[src/rtl/mem_arbiter.sv]
// mem_arbiter: cache-side memory arbiter between the L1 instruction cache,
// the L1 data cache and a single-port RAM. One word access at a time. The
// data cache wins ties, but after STARVE_LIMIT consecutive D grants with an
// I request waiting, the next grant goes to the instruction cache.
//
// Ports:
//   CLK, nRST            clock, asynchronous active-low reset
//   iREN, iaddr          icache read request and word address
//   iwait, iload         icache stall (0 for one cycle = done) and read data
//   dREN, dWEN           dcache read / write request (write wins if both)
//   daddr, dstore        dcache word address and write data
//   dwait, dload         dcache stall (0 for one cycle = done) and read data
//   ramREN, ramWEN       RAM read / write enables
//   ramaddr, ramstore    RAM address and write data
//   ramload, ramready    RAM read data and access-complete strobe
//
// STARVE_LIMIT must be at least 1.
module mem_arbiter #(
    parameter int unsigned STARVE_LIMIT = 4
) (
    input  logic        CLK,
    input  logic        nRST,
    input  logic        iREN,
    input  logic [31:0] iaddr,
    output logic        iwait,
    output logic [31:0] iload,
    input  logic        dREN,
    input  logic        dWEN,
    input  logic [31:0] daddr,
    input  logic [31:0] dstore,
    output logic        dwait,
    output logic [31:0] dload,
    output logic        ramREN,
    output logic        ramWEN,
    output logic [31:0] ramaddr,
    output logic [31:0] ramstore,
    input  logic [31:0] ramload,
    input  logic        ramready
);

    localparam int unsigned AW = 32;
    localparam int unsigned SW = $clog2(STARVE_LIMIT + 1);

    typedef enum logic [1:0] {
        IDLE    = 2'd0,
        DACCESS = 2'd1,
        IACCESS = 2'd2
    } state_t;

    state_t          state, state_n;
    logic [SW-1:0]   streak, streak_n;
    logic [AW-1:0]   req_addr, req_addr_n;
    logic [AW-1:0]   req_data, req_data_n;
    logic            req_wr, req_wr_n;

    logic            d_req;
    logic            starved;
    logic [SW-1:0]   streak_inc;

    assign d_req      = dREN | dWEN;
    assign starved    = iREN && (streak == SW'(STARVE_LIMIT));
    // Saturating increment; the forced I grant normally keeps it at or below the limit.
    assign streak_inc = (streak == SW'(STARVE_LIMIT)) ? streak : streak + SW'(1);

    // State and latched request registers
    always_ff @(posedge CLK or negedge nRST) begin
        if (!nRST) begin
            state    <= IDLE;
            streak   <= '0;
            req_addr <= '0;
            req_data <= '0;
            req_wr   <= 1'b0;
        end else begin
            state    <= state_n;
            streak   <= streak_n;
            req_addr <= req_addr_n;
            req_data <= req_data_n;
            req_wr   <= req_wr_n;
        end
    end

    // Grant decision, request latching and output decode
    always_comb begin
        state_n    = state;
        streak_n   = streak;
        req_addr_n = req_addr;
        req_data_n = req_data;
        req_wr_n   = req_wr;

        ramREN   = 1'b0;
        ramWEN   = 1'b0;
        ramaddr  = '0;
        ramstore = '0;
        iwait    = 1'b1;
        iload    = '0;
        dwait    = 1'b1;
        dload    = '0;

        unique case (state)
            IDLE: begin
                if (!iREN) begin
                    streak_n = '0;
                end
                if (starved) begin
                    state_n    = IACCESS;
                    req_addr_n = iaddr;
                    req_data_n = '0;
                    req_wr_n   = 1'b0;
                    streak_n   = '0;
                end else if (d_req) begin
                    state_n    = DACCESS;
                    req_addr_n = daddr;
                    req_data_n = dstore;
                    req_wr_n   = dWEN;
                    if (iREN) begin
                        streak_n = streak_inc;
                    end
                end else if (iREN) begin
                    state_n    = IACCESS;
                    req_addr_n = iaddr;
                    req_data_n = '0;
                    req_wr_n   = 1'b0;
                    streak_n   = '0;
                end
            end
            DACCESS: begin
                // Completion takes precedence; otherwise a dropped request aborts quietly.
                if (ramready || !d_req) begin
                    state_n = IDLE;
                end
            end
            IACCESS: begin
                if (ramready || !iREN) begin
                    state_n = IDLE;
                end
            end
            default: begin
                state_n = IDLE;
            end
        endcase

        // RAM side follows only the registered state and latched request.
        if (state != IDLE) begin
            ramREN   = !req_wr;
            ramWEN   = req_wr;
            ramaddr  = req_addr;
            ramstore = req_wr ? req_data : '0;
        end

        if ((state == DACCESS) && ramready) begin
            dwait = 1'b0;
            dload = req_wr ? '0 : ramload;
        end

        if ((state == IACCESS) && ramready) begin
            iwait = 1'b0;
            iload = ramload;
        end
    end

endmodule

[config.mk]
export PLATFORM = sky130hd
export DESIGN_NAME = mem_arbiter
export DESIGN_NICKNAME = d
export VERILOG_FILES = /design/src/rtl/mem_arbiter.sv
export SDC_FILE = /design/constraint.sdc
export NUM_CORES = 1
export LEC_CHECK = 0
export CORE_MARGIN = 2
export CORE_UTILIZATION = 35
export CTS_CLUSTER_SIZE = 12
export DETAILED_ROUTE_END_ITERATION = 10
export PLACE_DENSITY = 0.92
export SLEW_MARGIN = 20
export SYNTH_ARGS = -nofsm -noshare
export SYNTH_HDL_FRONTEND = slang
export SYNTH_SLANG_ARGS = --single-unit
[constraint.sdc]
create_clock -name CLK -period 2.01 [get_ports CLK]
set_input_delay 0.402 -clock CLK [delete_from_list [all_inputs] [get_ports CLK]]
set_output_delay 0.402 -clock CLK [all_outputs]
set_load 0.005 [all_outputs]
# Yosys cells after proc, flatten, opt, wreduce, memory -nomap -nowiden
# Cells that the tools add are included.
[totals] output_inout_bits=132 inputBits=134 word_cells=57 regBits=70
[op_classes] n_mux=29 addsub=1 reduce_logical=14 bitwise_logic=1 eq_ne=7
[op_table] operator="2-to-1 mux 32 bit" n=12
[op_table] operator="2-to-1 mux 3 bit" n=4
[op_table] operator="2-to-1 mux 2 bit" n=5
[op_table] operator="inequality test 4 bit (second input constant)" n=2
[op_table] operator="2-to-1 mux 1 bit" n=7
[op_table] operator="case mux 2 bit (3 select lines)" n=1
[op_table] operator="inequality test 2 bit (second input constant)" n=2
[op_table] operator="AND reduction 2 bit" n=2
[op_table] operator="adder 3 x 1 -> 3 bit (second input constant)" n=1
[op_table] operator="== test 3 bit (second input constant)" n=1
[op_table] operator="logical AND 1 bit" n=3
[op_table] operator="zero test 1 bit" n=3
[op_table] operator="AND reduction 3 bit" n=1
[op_table] operator="nonzero test 3 bit" n=1
[op_table] operator="== test 2 x 1 -> 1 bit (second input constant)" n=1
[op_table] operator="== test 2 bit (second input constant)" n=1
[op_table] operator="zero test 2 bit" n=1
[op_table] operator="logical OR 1 bit" n=2
[op_table] operator="nonzero test 2 bit" n=1
[op_table] operator="OR 1 bit" n=1

# Longest topological paths before layout
# Gate-level depths: netlist (run 1).
[logic_depth] ltp_word=5 ltp_mapped=7 mapped_depth_nobuf=5

# Worst setup path after synthesis (run 1)
# Ideal clock, no wire load.
[synth_path] path_type="reg2out" start="reg state[1]" end="out ramstore[25]" stages_incl_launch_ff=6 arrival_time_ns=1.274 required_ns=1.608 path_slack_ns=0.334 path_buffers=3 cell_sequence="dfrtp_1 > buf_2 > or2_1 > clkbuf_1 > clkbuf_1 > and3_1"
[synth_between] elab_chain_len=2
[synth_rtl] element="start, declared" line_no="50" rtl="state_t state, state_n;"
[synth_rtl] element="start signal, assigned" line_no="74" rtl="state <= state_n;"
[synth_rtl] element="nonzero test 2 bit" line_no="143" rtl="if (state != IDLE) begin"
[synth_rtl] element="2-to-1 mux 32 bit" line_no="143"
[synth_rtl] element="end, declared" line_no="36" rtl="output logic [31:0] ramstore,"
# Every way passes these cells.

# Final worst setup path (run 1)
[layout_path] start="reg state[1]" end="out dload[4]"
[layout_between] elab_chain_len=3
[layout_rtl] element="== test 2 x 1 -> 1 bit" line_no="150" rtl="if ((state == DACCESS) && ramready) begin"
[layout_rtl] element="logical AND 1 bit" line_no="150"
[layout_rtl] element="2-to-1 mux 32 bit" line_no="150"
[layout_rtl] element="end, declared" line_no="32" rtl="output logic [31:0] dload,"
# Every way passes these cells.

==> key figures, run 1 <==
Synthesis
  • Post-synthesis sequential area ratio: 46.39%
  • Ys async rst share: 100.0%
  • Synth area leader: dfrtp_1
  • Top-count cell post-synth: and2_1
  • Predominant post-synthesis flop cell: dfrtp_1
  • Synth unique cells: 29
  • Synth Register Bits: 70
  • Top cells by count, synth: 97 x and2_1, 70 x dfrtp_1, 65 x and3_1, 32 x a221o_1, 32 x a22o_1
  • Post-Syn Area: 0.003776 mm²
  • Cells after synthesis: 366
  • YS warnings: 0
  • Mapped Nets: 502
  • Share of the synthesized area in the top cell type: 46.39%
  • Top cells by area, synth: dfrtp_1 46%, and2_1 16%, and3_1 11%
  • Syn Area/Cell: 10.32 µm²
  • Post-synth EDFFs: 0

Placed design
  • DP Cell Count: 750
  • Port bufs: 265
  • Placed Area: 0.006656 mm²
  • Detailed Place HPWL: 10,410 µm
  • Final Wtd Congestion: 0.9312
  • Placement Setup Slack: -0.4293 ns

Setup path
  • CP Data Arrival Time: 1.80 ns
  • Worst-case reg-to-reg path depth: 6
  • Setup crit end: dload[4]
  • CP top delay family: simple AND/OR/NAND/NOR gates
  • Critical Path Start: state[1]
  • WP buf/inv: 5
  • Critical path depth: 8
  • RR Startpoint: state[1]
  • CP dominant cell by count: buf_6
  • Largest stage delay, worst path: 0.41 ns
  • CP endpoint kind: output pin
  • Crit path cell chain: nand3b_1 -> nor2_4 -> buf_6 -> buf_12 -> buf_6 -> buf_6 -> and2_4 -> buf_6
  • Reg2reg end: req_data[28]
  • Worst-path maximum fanout: 4
  • Setup Crit Path Kind: flip-flop to output pin
  • Data required, critical path: 1.61 ns
  • Crit start category: flip-flop
  • Reg2Reg Setup Slack: 0.09 ns
  • CP max stage cell: dfrtp_1

Pwr
  • Worst vdd ir: 657.3 µV
  • Leak Pwr: 0.003729 µW
  • Pwr dens: 1082 mW/mm²

Clock tree
  • CTS tree: built
  • Htree depth: 3
  • Clock Tree Buf Depth: 2
  • Clock-pin slew on the worst setup and hold paths: 0.08 ns
  • Hold buffer count at CTS: 0
  • Clock sink total: 70
  • Number of buffers created by CTS: 9
  • CTS root buf: clkbuf_8
  • Clk Latency, worst-skew pair: 0.34 ns

Timing
  • Worst Tran Pin Value: 0.7025 ns
  • Fmax: 0.4533 GHz
  • RSZ-0062 raised after global routing: yes
  • Normalized max-slew margin: 53.16%
  • Worst Setup Slack, final: -0.1959 ns
  • Fin. Hold Viols: 0
  • Slew Limit Fails: 0
  • Clock Skews: 0.01941 ns
  • Fin crit share: 109.7%
  • Min Tclk post-route: 2.206 ns
  • Setup Viol. Count Final: 111

Cells and area
  • Layout cells sized above 1: 43.30%
  • Area delta synth->final: 97.88%
  • Design area: 0.007472 mm²
  • Fin cells: 815
  • Nets: 811
  • Antenna cells: 0

Global route
  • Total grt overflow: 0
  • Vias in the first global route: 4,226
  • Largest net degree at the start of global routing: 45
  • First-pass GRT wire length: 23,300 µm
  • Total track usage: 26.05%
  • Initial antenna violation count: 0

Floorplanning
  • # IOs: 266
  • Die Area: 0.01164 mm²
  • CORE AREA: 0.01042 mm²
  • Initial Util: 36.25%
  • Die H: 107.9 µm
  • Die W: 107.9 µm
  • Site row count: 37

Routing
  • Via count: 4,334
  • Routed len/inst: 20.75 µm
  • Pre-antenna DRT Iters: 4
  • Vias per inst: 5.318
  • Post-DRT Antenna Nets: 0
  • DRC viols: 0
  • Routed wire length: 16,910 µm
  • Initial DRC count: 363

Flow run
  • Max cap viols: 0

Status
  • Status: finished, violations left
  • Failing checks: setup timing

Min path
  • HP Class: primary input to async pin
layout by cell type, fill, tap and decap left out, types with 3 or more instances in the layout:
| cell type | instances |
|---|---|
| and3_4 | 21 |
| clkdlybuf4s50_1 | 131 |
| inv_1 | 4 |
| a22o_1 | 32 |
| a221o_1 | 32 |
| clkbuf_8 | 9 |
| buf_6 | 78 |
| buf_4 | 24 |
| dfrtp_1 | 70 |
| buf_12 | 10 |
| and3_1 | 45 |
| clkbuf_16 | 8 |
| buf_2 | 19 |
| and2_1 | 48 |
| and2_4 | 49 |
| clkinvlp_4 | 3 |
| clkbuf_2 | 60 |
worst min path at each step:
stage / endpoint / slack [ns] / cells past startpoint
2_1_floorplan: req_addr[0] / 0.11 / 0
3_3_place_gp: req_data[31] / 0.46 / 1
3_5_place_dp: req_data[31] / 0.47 / 1
4_1_cts: req_data[31] / 0.10 / 1
5_1_grt: req_data[31] / 0.15 / 1
6_report: req_data[31] / 0.11 / 1
sequential cells by signal (all words and copies together) (netlist names):
register  count
req_data     32
req_addr     32
state         2
req_wr        1
streak        3
routing by layer:
layer	vias to the layer above	GRT usage, %	wire length (µm)	share of wire (%)
met5	-	0	0	0
met4	0	7.692	265	1.6
met3	27	5.690	1096	6.5
met2	199	44.56	8863	52
met1	2161	32.91	6683	40
li1	1947	-	-	-
report_power, final:
group,internal [µW],total (µW),switching (µW)
sequential,2070,2490,422
clock,690,1230,541
combinational,2620,4370,1750
total,5380,8090,2710
worst register-to-register path: cells and delay by family (launching register included):
family	cells	cell delay, ns
AND/OR/NAND/NOR	2	0.69
flip-flops	1	0.41
buffers and inverters	3	0.57
AO/OA/AOI/OAI	1	0.18
cell type report:
| cell class | count | area [µm²] |
|---|---|---|
| inverters | 4 | 15.01 |
| flip-flops and latches | 70 | 1752 |
| multi-input cells | 254 | 2073 |
| clock inverters | 6 | 87.58 |
| repair buffers | 336 | 3251 |
| well taps | 136 | 170.2 |
| fillers | 743 | 2944 |
| clock buffers | 9 | 123.9 |
metrics by stage:
stage	hold WS (ns)	total power (µW)	setup TNS (ns)	utilization, %
CTS	0.1001	7292	-12.40	68.47
global route	0.1495	8515	-15.72	71.74
finish	0.1056	8087	-8.190	71.74
floorplan	0.1064	4001	0	-
global placement	0.4578	5778	-20.34	63.90
detailed placement	0.4729	5899	-23.52	63.90
repair_timing:
action | CTS | global route
setup endpoints to repair | 131 | 155
resized for setup | 348 | 262
pin swaps | 5 | 25
gates cloned | 6 | 10
setup buffers | 22 | 19
kinds of logic (layout without fill, tap and decap cells):
group           after synthesis  in the layout  synth area share (%)
flops                        70             70                 46.39
compound gates               72             72                 17.50
fa+ha+maj                     2              2                0.6626
mux                           1              1                0.2651
buf+inv                      42            355                 5.368
simple gates                179            179                 29.82
Power figures use the tool's default switching activity.
==> inputs of run 2 (changes only) <==
Settings changed: SKIP_CTS_REPAIR_TIMING set to 1, SLEW_MARGIN 20 to 5.
==> run 2 against run 1 <==
Global-route usage is 3.3 points lower. Largest cell class unchanged. Critical endpoint is now dload[0]. Highest routed layer unchanged. Combinational power down 16%. Largest power group unchanged. The run still ends with setup timing left. Fmax down 3.3%.
==> key figures, run 2 (synthesized netlist as in run 1, its figures left out) <==
Status
  • Status: finished, violations left
  • Failing checks: setup timing

Clock tree
  • Clk Latency, worst-skew pair: 0.34 ns (about the same)
  • Clock-pin slew on the worst setup and hold paths: 0.08 ns (about the same)
  • CTS tree: built
  • CTS root buf: clkbuf_8
  • Htree depth: 3 (unchanged)
  • Clock Tree Buf Depth: 2 (unchanged)
  • Number of buffers created by CTS: 9 (unchanged)
  • Clock sink total: 70 (unchanged)

Min path
  • HP Class: primary input to async pin

Global route
  • M1 GR Usage: 28.08% (-4.8 points)
  • Total track usage: 22.75% (-3.3 points)
  • Largest net degree at the start of global routing: 48 (+6.7%)
  • Top Usage Layer GRT: met2
  • Global routing usage on met2: 39.58% (-5.0 points)
  • First-pass GRT wire length: 20,610 µm (-12%)
  • Total grt overflow: 0 (unchanged)
  • Grt met3 use: 5.206% (-0.48 points)
  • Vias in the first global route: 3,958 (-6.3%)
  • Initial antenna violation count: 0 (unchanged)

Setup path
  • Crit start category: flip-flop
  • Data required, critical path: 1.61 ns (about the same)
  • Setup Crit Path Kind: flip-flop to output pin
  • CP Data Arrival Time: 1.88 ns (+0.08 ns)
  • Worst-path maximum fanout: 4 (unchanged)
  • CP endpoint kind: output pin

Cells and area
  • Commonest non-fill, non-tap cell in the layout: clkdlybuf4s50_1
  • Area delta synth->final: 91.09%
  • Nets: 785 (-3.2%)
  • Fin cells: 789 (-3.2%)
  • Post-layout util: 69.27% (-2.5 points)
  • Biggest regs: req_addr: 32 flops, req_data: 32 flops, streak: 3 flops
  • Antenna cells: 0 (unchanged)
  • Commonest cells after routing, fill and taps aside: 131 x clkdlybuf4s50_1, 87 x and2_1, 70 x dlymetal6s2s_1
  • Reg area: 0.001753 mm² (about the same)
  • Layout cells sized above 1: 25.11% (-18 points)
  • Multi-input gate area: 0.001976 mm² (-4.7%)
  • Fillcell total: 763 (+2.7%)

Timing
  • RSZ-0062 raised after global routing: yes
  • Normalized max-slew margin: 54.42% (+1.3 points)
  • Fin. Hold Viols: 0 (unchanged)
  • Worst Tran Pin Value: 0.6837 ns (-0.01884 ns)
  • Min Tclk post-route: 2.280 ns (+0.07422 ns)
  • Clock Skews: 0.01633 ns (-0.003073 ns)
  • Setup Viol. Count Final: 61 (-45%)
  • Fmax: 0.4386 GHz (-3.3%)
  • Worst Setup Slack, final: -0.2701 ns (-0.07422 ns)
  • Slew Limit Fails: 0 (unchanged)
  • Fin crit share: 113.4% (+3.7 points)

Routing
  • Via count: 4,070 (-6.1%)
  • Pre-antenna DRT Iters: 5 (+1)
  • DRC viols: 0 (unchanged)
  • Post-DRT Antenna Nets: 0 (unchanged)
  • Initial DRC count: 294 (-19%)
  • Routed len/inst: 19.64 µm (-5.4%)
  • Vias per inst: 5.158 (-3.0%)
  • Routed wire length: 15,490 µm (-8.4%)

Pwr
  • Worst vdd ir: 584.9 µV (-11%)
  • Pwr dens: 1021 mW/mm² (-5.7%)
  • Leak Pwr: 0.004440 µW (+19%)

Floorplanning
  • Die W: 107.9 µm (unchanged)
  • # IOs: 266 (unchanged)
  • Die H: 107.9 µm (unchanged)
  • Initial Util: 36.25% (unchanged)
  • Die Area: 0.01164 mm² (unchanged)
  • CORE AREA: 0.01042 mm² (unchanged)
  • Site row count: 37 (unchanged)

Placed design
  • Final Wtd Congestion: 0.9312 (unchanged)
  • Placement Setup Slack: -0.4293 ns (unchanged)
  • Port bufs: 265 (unchanged)
  • DP Cell Count: 750 (unchanged)
  • Detailed Place HPWL: 10,410 µm (unchanged)

Flow run
  • Max cap viols: 0 (unchanged)
run 2: cell type report:
class / count / share of cell area (%)
Multi-Input combinational cell: 254 / 27.38
Sequential cell: 70 / 24.29
Clock buffer: 9 / 1.717
Tap cell: 136 / 2.358
Timing Repair Buffer: 310 / 42.83
Inverter: 4 / 0.2081
Clock inverter: 6 / 1.214
run 2: path summary, 6_finish.rpt:
path	startpoint	to	slack [ns]	depth (start not counted)
min in group CLK	ramready	state[1]	0.45	3
max in group asynchronous	nRST	req_data[19]	1.23	2
setup / recovery	state[1]	dload[0]	-0.27	8
hold reg to reg	req_data[14]	req_data[14]	0.50	1
setup reg to reg	state[0]	req_data[11]	0.10	6
hold / removal	nRST	req_data[31]	0.1	1
run 2: worst max-delay path: stages, from the launching register on:
cell and delay (ns):
dfrtp_1 0.42, nand3b_1 0.24, nor2_4 0.21, buf_4 0.14, buf_6 0.10, buf_4 0.11
buf_4 0.10, and2_1 0.12, clkbuf_2 0.11
run 2: metal layers:
layer	vias to the layer above	share of wire (%)
met5	-	0
met4	0	1.4
met3	22	6.4
met2	161	52
met1	1992	40
li1	1895	-
run 2: power by group:
part / switching, µW / internal [µW] / leakage [µW]
combinational: 1550 / 2130 / 0.00347
clock: 523 / 689 / 0.0000973
sequential: 410 / 2070 / 0.000870
run 2: per-stage QoR:
stage / setup TNS [ns] / hold slack [ns] / cell area [µm²] / total power (µW)
detailed placement: -23.52 / 0.4729 / 6656 / 5899
finish: -3.495 / 0.09848 / 7216 / 7366
global placement: -20.34 / 0.4578 / 6656 / 5778
CTS: -43.15 / 0.1001 / 6868 / 7151
global route: -8.387 / 0.1408 / 7216 / 7790
floorplan: 0 / 0.1064 / 3776 / 4001
==> inputs of run 3 (changes only) <==
Settings changed: CORE_ASPECT_RATIO set to 0.75.
==> run 3 against run 2 <==
The run still ends with setup timing left. Design area up 9.1%. Flip-flop and latch count unchanged. Combinational power up 9.0%. Hold slack worse by 0.095 ns. Worst setup slack worse by 0.056 ns. Clock skew down 0.0083 ns. Via count up 7.0%. Cell count up 1.8%. Critical endpoint is now dload[10]. Largest power group unchanged.
==> key figures, run 3 (synthesized netlist as in run 1, its figures left out) <==
Global route
  • First-pass GRT wire length: 21,360 µm (+3.6%)
  • Total grt overflow: 0 (unchanged)
  • Initial antenna violation count: 0 (unchanged)
  • Largest net degree at the start of global routing: 67 (+40%)
  • Total track usage: 23.86% (+1.1 points)
  • Vias in the first global route: 4,006 (+1.2%)

Routing
  • Post-DRT Antenna Nets: 0 (unchanged)
  • Vias per inst: 5.422 (+5.1%)
  • Routed len/inst: 23.11 µm (+18%)
  • Initial DRC count: 276 (-6.1%)
  • Pre-antenna DRT Iters: 4 (-1)
  • DRC viols: 0 (unchanged)
  • Via count: 4,354 (+7.0%)
  • Routed wire length: 18,560 µm (+20%)

Floorplanning
  • Die W: 123.9 µm (+15%)
  • CORE AREA: 0.01041 mm² (about the same)
  • Die Area: 0.01164 mm² (about the same)
  • Site row count: 32 (-14%)
  • # IOs: 266 (unchanged)
  • Die H: 93.96 µm (-13%)
  • Initial Util: 36.27% (about the same)

Clock tree
  • Clk Latency, worst-skew pair: 0.32 ns (-0.02 ns)
  • CTS tree: built
  • Htree depth: 3 (unchanged)
  • Clock Tree Buf Depth: 2 (unchanged)
  • Clock sink total: 70 (unchanged)
  • CTS root buf: clkbuf_16
  • Number of buffers created by CTS: 9 (unchanged)
  • Clock-pin slew on the worst setup and hold paths: 0.06 ns (-0.02 ns)

Flow run
  • Max cap viols: 0 (unchanged)

Cells and area
  • Nets: 798 (+1.7%)
  • Antenna cells: 0 (unchanged)
  • Post-layout util: 75.61% (+6.3 points)
  • Fillcell total: 654 (-14%)
  • Design area: 0.007871 mm² (+9.1%)
  • Commonest cells after routing, fill and taps aside: 131 x clkdlybuf4s50_1, 85 x dlymetal6s2s_1, 69 x dfrtp_1
  • Area delta synth->final: 108.4%
  • Layout cells sized above 1: 25.64% (+0.52 points)
  • Reg area: 0.001753 mm² (unchanged)
  • Commonest non-fill, non-tap cell in the layout: clkdlybuf4s50_1
  • Biggest regs: req_addr: 32 flops, req_data: 32 flops, streak: 3 flops
  • Multi-input gate area: 0.001952 mm² (-1.2%)

Setup path
  • Reg2Reg Setup Slack: 0.07 ns (-0.03 ns)
  • Crit start category: flip-flop
  • Setup Crit Path Kind: flip-flop to output pin
  • CP Data Arrival Time: 1.93 ns (+0.05 ns)
  • Data required, critical path: 1.61 ns (about the same)
  • RR Startpoint: state[0]
  • Worst-case reg-to-reg path depth: 5 (-1)
  • Worst-path maximum fanout: 4 (unchanged)
  • CP endpoint kind: output pin
  • Reg2reg end: req_data[31]

Pwr
  • NetSw: 2723 µW (+9.9%)
  • P_int: 5683 µW (+16%)
  • Power share of the combinational group: 47.5% (-2.4 points)
  • Sw frac: 32.40% (-1.3 points)
  • Leak Pwr: 0.004940 µW (+11%)
  • Tot Pwr: 8406 µW (+14%)
  • Sequential Power Share: 30.0% (-3.7 points)
  • Pwr dens: 1068 mW/mm² (+4.6%)
  • Clock share of power: 22.4% (+5.9 points)
  • Worst vdd ir: 607.7 µV (+3.9%)

Min path
  • HP Class: primary input to async pin

Timing
  • Fmax: 0.4281 GHz (-2.4%)
  • RSZ-0062 raised after global routing: yes
  • Worst Setup Slack, final: -0.3260 ns (-0.05589 ns)
  • Fin. Hold Viols: 0 (unchanged)
  • Setup Viol. Count Final: 58 (-4.9%)
  • Slew Limit Fails: 0 (unchanged)
  • Worst Tran Pin Value: 0.7142 ns (+0.03055 ns)
  • Fin crit share: 116.2% (+2.8 points)
  • Clock Skews: 0.008034 ns (-0.008300 ns)
  • Min Tclk post-route: 2.336 ns (+0.05589 ns)
  • Fin Hold WS: 0.003248 ns (-0.09523 ns)
  • Normalized max-slew margin: 52.38% (-2.0 points)

Placed design
  • Port bufs: 265 (unchanged)
  • Final Wtd Congestion: 0.8233 (-12%)
  • Placed Area: 0.006660 mm² (about the same)
  • Detailed Place HPWL: 10,410 µm (about the same)

Status
  • Status: finished, violations left
  • Failing checks: setup timing
run 3: changes by cell type in the layout (fill, tap and decap cells not counted), moves of 2 or more:
cell and delta:
and3_4 -20, and3_1 +20, clkbuf_2 -43, and2_1 -28, dlymetal6s2s_1 +15, clkbuf_16 +13, and2_4 +28, buf_12 +3
buf_4 -2, buf_6 +36, clkbuf_8 -7
run 3: worst max-delay path by stage:
stage	cells past startpoint	end	slack (ns)	from
2_1_floorplan	5	ramstore[25]	0.33	state[1]
3_3_place_gp	6	dload[26]	-0.43	ramready
3_5_place_dp	6	dload[26]	-0.48	ramready
4_1_cts	6	dload[26]	-0.48	ramready
5_1_grt	8	dload[10]	-0.39	state[1]
6_report	8	dload[10]	-0.33	state[1]
run 3: worst max-delay path: stages (launching register included):
cell and delay (ns):
dfrtp_1 0.41, nand3b_1 0.25, nor2_4 0.24, buf_12 0.15, clkbuf_16 0.13, buf_6 0.10
buf_6 0.09, and2_4 0.15, buf_6 0.09
run 3: power groups by stage:
| stage | clock, µW | combinational, µW | sequential [µW] |
|---|---|---|---|
| detailed placement | 0 | 3500 | 2440 |
| floorplan | 0 | 1690 | 2320 |
| global placement | 0 | 3380 | 2400 |
| CTS | 1890 | 3520 | 2440 |
| finish | 1880 | 4000 | 2520 |
| global route | 2000 | 4240 | 2570 |
run 3: area by class of cell:
type                       instances  area share, %
clock buffer                      11          3.211
clock inverter                     5          1.335
inverter                           4         0.1907
timing repair buffer             323          46.03
tap                              136          2.162
sequential                        70          22.27
multi-input combinational        254          24.80
run 3: metrics by stage:
stage          setup TNS [ns]  setup WS [ns]  std cells
2_1_floorplan               0         0.3340        366
3_3_place_gp           -25.12        -0.4285        746
3_5_place_dp           -30.58        -0.4780        746
4_1_cts                -46.58        -0.4831        762
5_1_grt                -12.75        -0.3944        803
6_report               -8.042        -0.3260        803
run 3: layer usage:
metal	track usage, %	vias up	wire length (µm)	part of all wire [%]
met5	0	-	0	0
met4	6.929	0	684	3.7
li1	-	1916	-	-
met3	6.978	52	1487	8.0
met1	29.14	2144	6999	38
met2	40.89	242	9387	51
